## config.mk

```make
export PLATFORM = sky130hd
export DESIGN_NAME = ysyx_25040118_imem_resp
export DESIGN_NICKNAME = d
export VERILOG_FILES = /design/src/rtl/ysyx_25040118_defs_pkg.sv /design/src/rtl/ysyx_25040118_imem_resp_lfsr8.sv /design/src/rtl/ysyx_25040118_imem_resp.sv
export SDC_FILE = /design/constraint.sdc
export NUM_CORES = 1
export LEC_CHECK = 0
export CAP_MARGIN = 5
export CORE_ASPECT_RATIO = 0.75
export CORE_MARGIN = 2
export CORE_UTILIZATION = 30
export CTS_BUF_LIST = sky130_fd_sc_hd__clkbuf_8
export DETAILED_ROUTE_END_ITERATION = 10
export GPL_TIMING_DRIVEN = 0
export PLACE_DENSITY_LB_ADDON = 0.1
export SYNTH_ARGS = -nofsm -noshare
export SYNTH_HDL_FRONTEND = slang
export SYNTH_SLANG_ARGS = --single-unit
```

## constraint.sdc

```tcl
create_clock -name clk -period 2.4 [get_ports clk]
set_clock_uncertainty 0.05 [all_clocks]
set_input_delay 0.24 -clock clk [delete_from_list [all_inputs] [get_ports clk]]
set_output_delay 0.24 -clock clk [all_outputs]
set_load 0.02 [all_outputs]
```

## src/rtl/ysyx_25040118_defs_pkg.sv

```systemverilog
// ---------------------------------------------------------------------------
// ysyx_25040118_defs
//   Shared definitions for the instruction-memory responder:
//     VIRT_MEM_BASE / PHYS_MEM_SIZE  default address window of backing memory
//     NOP_INST                       word returned on an access fault
//     IDLE / WAIT / RESP             responder FSM encoding
//     npc_pmem_read()                physical-memory read port
// ---------------------------------------------------------------------------
package ysyx_25040118_defs;

    localparam logic [31:0] VIRT_MEM_BASE = 32'h8000_0000;
    localparam logic [31:0] PHYS_MEM_SIZE = 32'h0800_0000;
    localparam logic [31:0] NOP_INST      = 32'h0000_0013;

    localparam logic [1:0] IDLE = 2'd0;
    localparam logic [1:0] WAIT = 2'd1;
    localparam logic [1:0] RESP = 2'd2;

    // Self-contained stand-in for the simulator's physical memory image.
    // The word stored at byte offset p is p ^ 32'h00100093, so offset 0
    // holds "addi x1, x0, 1" and every other word is distinct and
    // address-dependent, which makes wrong-address reads visible.
    function automatic logic [31:0] npc_pmem_read(input logic [31:0] paddr);
        return paddr ^ 32'h0010_0093;
    endfunction

endpackage

```

## src/rtl/ysyx_25040118_imem_resp_lfsr8.sv

```systemverilog
// ---------------------------------------------------------------------------
// ysyx_25040118_lfsr8
//   8-bit Fibonacci LFSR, polynomial x^8 + x^6 + x^5 + x^4 + 1 (maximal
//   length). Free-running: advances on every clock once out of reset.
//   Ports:
//     clk    in   system clock
//     rst_n  in   synchronous reset, active-low; loads seed
//     seed   in   8-bit reset value (must be nonzero)
//     q      out  current LFSR state
// ---------------------------------------------------------------------------
module ysyx_25040118_lfsr8 (
    input  logic       clk,
    input  logic       rst_n,
    input  logic [7:0] seed,
    output logic [7:0] q
);

    logic [7:0] q_reg;
    logic       feedback;

    // Taps 8,6,5,4 counted from 1 map to bits 7,5,4,3.
    assign feedback = q_reg[7] ^ q_reg[5] ^ q_reg[4] ^ q_reg[3];

    always_ff @(posedge clk) begin
        if (!rst_n) begin
            q_reg <= seed;
        end else begin
            q_reg <= {q_reg[6:0], feedback};
        end
    end

    assign q = q_reg;

endmodule

```

## src/rtl/ysyx_25040118_imem_resp.sv

```systemverilog
// ---------------------------------------------------------------------------
// ysyx_25040118_imem_resp
//   Memory side of the instruction-fetch path. Accepts one fetch request at
//   a time, waits a programmable latency (optionally with 0..3 cycles of LFSR
//   jitter), reads the word from physical memory and presents it on a
//   valid/ready response channel until the fetch side takes it.
//   Ports:
//     clk        in   system clock
//     rst_n      in   synchronous reset, active-low
//     req_valid  in   fetch request present
//     req_ready  out  responder idle and able to accept (registered decode)
//     req_addr   in   virtual fetch address, sampled at request handshake
//     rsp_valid  out  response present
//     rsp_ready  in   fetch side accepts response
//     rsp_data   out  instruction word, NOP on access fault
//     rsp_err    out  access fault: out of range or misaligned
// ---------------------------------------------------------------------------
module ysyx_25040118_imem_resp
    import ysyx_25040118_defs::*;
#(
    parameter logic [31:0] VIRT_MEM_BASE = ysyx_25040118_defs::VIRT_MEM_BASE,
    parameter logic [31:0] PHYS_MEM_SIZE = ysyx_25040118_defs::PHYS_MEM_SIZE,
    parameter int          LATENCY       = 1,
    parameter bit          RAND_EN       = 1'b0,
    parameter logic [7:0]  LFSR_SEED     = 8'hA5
) (
    input  logic        clk,
    input  logic        rst_n,
    input  logic        req_valid,
    output logic        req_ready,
    input  logic [31:0] req_addr,
    output logic        rsp_valid,
    input  logic        rsp_ready,
    output logic [31:0] rsp_data,
    output logic        rsp_err
);

    // WAIT counts down to zero, so a latency of L loads L-1.
    localparam logic [7:0] LAT_M1 = 8'(LATENCY - 1);

    logic [1:0]  state_reg, state_next;
    logic [7:0]  cnt_reg, cnt_next;
    logic [31:0] addr_reg, addr_next;
    logic [31:0] data_reg, data_next;
    logic        err_reg, err_next;

    logic [7:0]  lfsr_q;
    logic [7:0]  jitter;
    logic [31:0] phys;
    logic        access_ok;

    ysyx_25040118_lfsr8 u_lfsr (
        .clk   (clk),
        .rst_n (rst_n),
        .seed  (LFSR_SEED),
        .q     (lfsr_q)
    );

    // Low two LFSR bits give 0..3 extra wait cycles when jitter is enabled.
    assign jitter = RAND_EN ? (lfsr_q & 8'h03) : 8'h00;

    // 32-bit wrap is intentional: an address below the base underflows to a
    // huge offset and fails the range test instead of aliasing.
    assign phys      = addr_reg - VIRT_MEM_BASE;
    assign access_ok = (phys < PHYS_MEM_SIZE) && (addr_reg[1:0] == 2'b00);

    always_comb begin
        state_next = state_reg;
        cnt_next   = cnt_reg;
        addr_next  = addr_reg;
        data_next  = data_reg;
        err_next   = err_reg;
        case (state_reg)
            IDLE: begin
                if (req_valid) begin
                    addr_next  = req_addr;
                    cnt_next   = LAT_M1 + jitter;
                    state_next = WAIT;
                end
            end
            WAIT: begin
                if (cnt_reg != 8'd0) begin
                    cnt_next = cnt_reg - 8'd1;
                end else begin
                    // The memory read happens only here, once per request,
                    // and only for accesses that pass the checks.
                    if (access_ok) begin
                        data_next = npc_pmem_read(phys);
                        err_next  = 1'b0;
                    end else begin
                        data_next = NOP_INST;
                        err_next  = 1'b1;
                    end
                    state_next = RESP;
                end
            end
            RESP: begin
                if (rsp_ready) begin
                    state_next = IDLE;
                end
            end
            default: begin
                state_next = IDLE;
            end
        endcase
    end

    always_ff @(posedge clk) begin
        if (!rst_n) begin
            state_reg <= IDLE;
            cnt_reg   <= 8'd0;
            addr_reg  <= 32'd0;
            data_reg  <= 32'd0;
            err_reg   <= 1'b0;
        end else begin
            state_reg <= state_next;
            cnt_reg   <= cnt_next;
            addr_reg  <= addr_next;
            data_reg  <= data_next;
            err_reg   <= err_next;
        end
    end

    // Pure state decodes: no combinational path from either channel input.
    assign req_ready = (state_reg == IDLE);
    assign rsp_valid = (state_reg == RESP);
    assign rsp_data  = data_reg;
    assign rsp_err   = err_reg;

endmodule

```

==> flow_metrics.py <==
metrics = {
    "drt": {
        "drt_iter0_drc": 99,
        "wl_per_cell_um": 13.2,
        "antenna_left": 0,
        "via_per_inst": 4.44,
        "drt_wl_total_um": 6360,
        "drc": 0,
        "firstDrtPassIters": 4,
        "vias": 2138,
    },
    "floorplan": {
        "fp.dieH_um": 86.0,
        "core_um2": 8600,
        "dieWidth_um": 113,
        "ios": 71,
        "row_count": 29,
        "start_util_pct": 31.3,
        "die-area_um2": 9750,
    },
    "yosys": {
        "postSynthAreaPerCell_um2": 9.37,
        "ys_seq_area_share_pct": 55.8,
        "yosys_warnings": 0,
        "synth_ff_type": "dfxtp_1",
        "synth.net_count": 325,
        "synth_edf_count": 0,
        "ys_async_sr_fraction_pct": 0,
        "syn_area_um2": 2690,
        "synth-seq-cells": 75,
        "ys_types": 37,
        "syn_inst": 287,
    },
    "global_route": {
        "grtUsageMet1_pct": 18.8,
        "grt_pass1_vias": 1982,
        "antenna_found_initial": 0,
        "grt.overflow.total": 0,
        "grt_busiest_layer": "met2",
        "grt_pass1_wl_um": 10100,
        "use_met3_pct": 4.95,
        "grt_use_total_pct": 13.7,
        "grt_util_met2_pct": 19.8,
        "grt_start_max_net_pins": 13,
    },
    "finish": {
        "final_cell_mix": "75 x dfxtp_1, 70 x clkdlybuf4s50_1, 67 x nand2_1",
        "drive_above_1_share_pct": 7.75,
        "num_antenna_cells": 0,
        "area_growth_pct": 39.5,
        "final_common_cell": "dfxtp_1",
        "final_nets": 407,
        "final_util_pct": 43.6,
    },
    "clock_tree": {
        "clkSinkCount": 75,
        "cts_root_buf": "clkbuf_8",
        "insertion_delay_ns": 0.35,
        "cts_tree": "done",
        "cts_max_path_buffers": 2,
        "htreeDepth": 3,
        "path_clk_slew_ns": 0.08,
        "cts_resized": 0,
        "cts_inserted_buffers": 9,
    },
    "power_and_ir_drop": {
        "leakage_nw": 1.43,
        "peakVddDrop_v": 0.000571,
        "pwr_density_cell_nw_per_um2": 1040,
    },
    "place": {
        "gp_congestion": 0.793,
        "dp_hpwl_um": 4420,
        "port_buffers": 70,
    },
    "sta": {
        "fin_crit_ns": 2.22,
        "maxSlewHeadroom_pct": 66.9,
        "finalSetupViolations": 0,
        "rsz0062_at_grt": "no",
        "tns_ns": 0,
        "clock.fmax_mhz": 450,
        "final_hold_viol_count": 0,
        "maxSlewViolCount": 0,
        "worst_hold_slack_ns": 0.383,
        "final.period_utilization_pct": 92.6,
        "tightest_slew_ns": 0.493,
    },
    "worst_setup_path": {
        "crit_chain": "or4_4, buf_6, nor4b_4, nor2_2, buf_4, buf_6, a22o_1",
        "cp_slowest_stage_delay_ns": 0.54,
        "endpoint_kind": "flop",
        "crit_fanout": 10,
        "start_kind": "flop",
        "crit_path_top_delay_cell": "or4_4",
        "crit_type": "reg2reg",
        "cp.arrival_ns": 2.41,
        "worst_path_most_repeated_cell": "buf_6",
        "critPathRequiredTime_ns": 2.59,
    },
    "run": {
        "cap_violations": 0,
    },
    "min_path": {
        "hold_path.class": "in2reg",
    },
    "outcome": {
        "status": "finished, final reports clean",
    },
}
## area by class of cell
class | count | area, µm²
clock buffer | 10 | 138
timing repair buffer | 71 | 708
multi-input combinational | 185 | 1030
tap | 108 | 135
fill | 875 | 4850
sequential | 75 | 1500
clock inverter | 6 | 81.3
inverter | 8 | 30.0
buffer | 19 | 130
## cell usage after synthesis, drive strengths merged (2+ instances only)
cell,number,area (µm²)
a21oi,37,185
a22o,24,210
and2,6,37.5
and3,2,12.5
buf,6,81.3
clkbuf,13,48.8
dfxtp,75,1500
ha,2,25.0
inv,8,30.0
nand2,67,251
nor2,18,70.1
nor3,2,10.0
o211ai,2,15.0
o21ai,4,20.0
or3,3,20.0
xor2,2,17.5
## through the flow
step	setup slack [ns]	instances	instance area, µm²	total power, mW
4_1_cts	0.165	482	3750	3.95
3_5_place_dp	0.00551	465	3530	2.85
5_1_grt	0.0888	482	3750	4.18
2_1_floorplan	0.303	287	2690	2.46
3_3_place_gp	0.000582	465	3530	2.83
6_report	0.177	482	3750	3.90
## routing by layer
layer | routed length (µm) | part of all wire, % | vias up
met2 | 2650 | 42 | 54
met5 | 0 | 0 | -
met1 | 3320 | 52 | 940
li1 | - | - | 1135
met3 | 306 | 4.8 | 9
met4 | 91 | 1.4 | 0
## repair_timing
action	4_1_cts	5_1_grt
hold buffers	0	0
setup buffers	1	0
setup endpoints to repair	11	0
## where the power goes
part | internal [mW] | total, mW | switching [mW] | leakage [nW]
Sequential | 1.44 | 1.57 | 0.134 | 0.611
Clock | 0.607 | 1.07 | 0.459 | 0.119
Combinational | 0.562 | 1.26 | 0.697 | 0.705
## worst paths after layout
| kind | from | endpoint | slack, ns | depth (start not counted) |
|---|---|---|---|---|
| hold / removal | req_addr[26] | addr_reg[26]$_SDFFE_PN0P_ | 0.38 | 3 |
| setup reg to reg | cnt_reg[5]$_SDFFE_PN0P_ | rsp_data[21]$_SDFFE_PN0P_ | 0.18 | 7 |
| hold reg to reg | addr_reg[4]$_SDFFE_PN0P_ | rsp_data[4]$_SDFFE_PN0P_ | 0.39 | 1 |
| setup / recovery | cnt_reg[5]$_SDFFE_PN0P_ | rsp_data[21]$_SDFFE_PN0P_ | 0.18 | 7 |
## critical path, delay by kind of cell, from the launching register on
kind / cells / cell delay [ns]
AO/OA/AOI/OAI: 1 / 0.23
buffers and inverters: 3 / 0.49
AND/OR/NAND/NOR: 3 / 0.99
flip-flops: 1 / 0.36
## cells by family after synthesis
kind of cell / Yosys count / share of synthesized area (%)
AO/OA/AOI/OAI: 72 / 17.6
XOR/XNOR: 2 / 0.651
adder cells (fa/ha/maj): 2 / 0.930
buffers and inverters: 27 / 5.95
flip-flops: 75 / 55.8
multiplexers: 2 / 0.791
AND/OR/NAND/NOR: 107 / 18.2
Note: power is estimated with default switching activity, not from simulation.
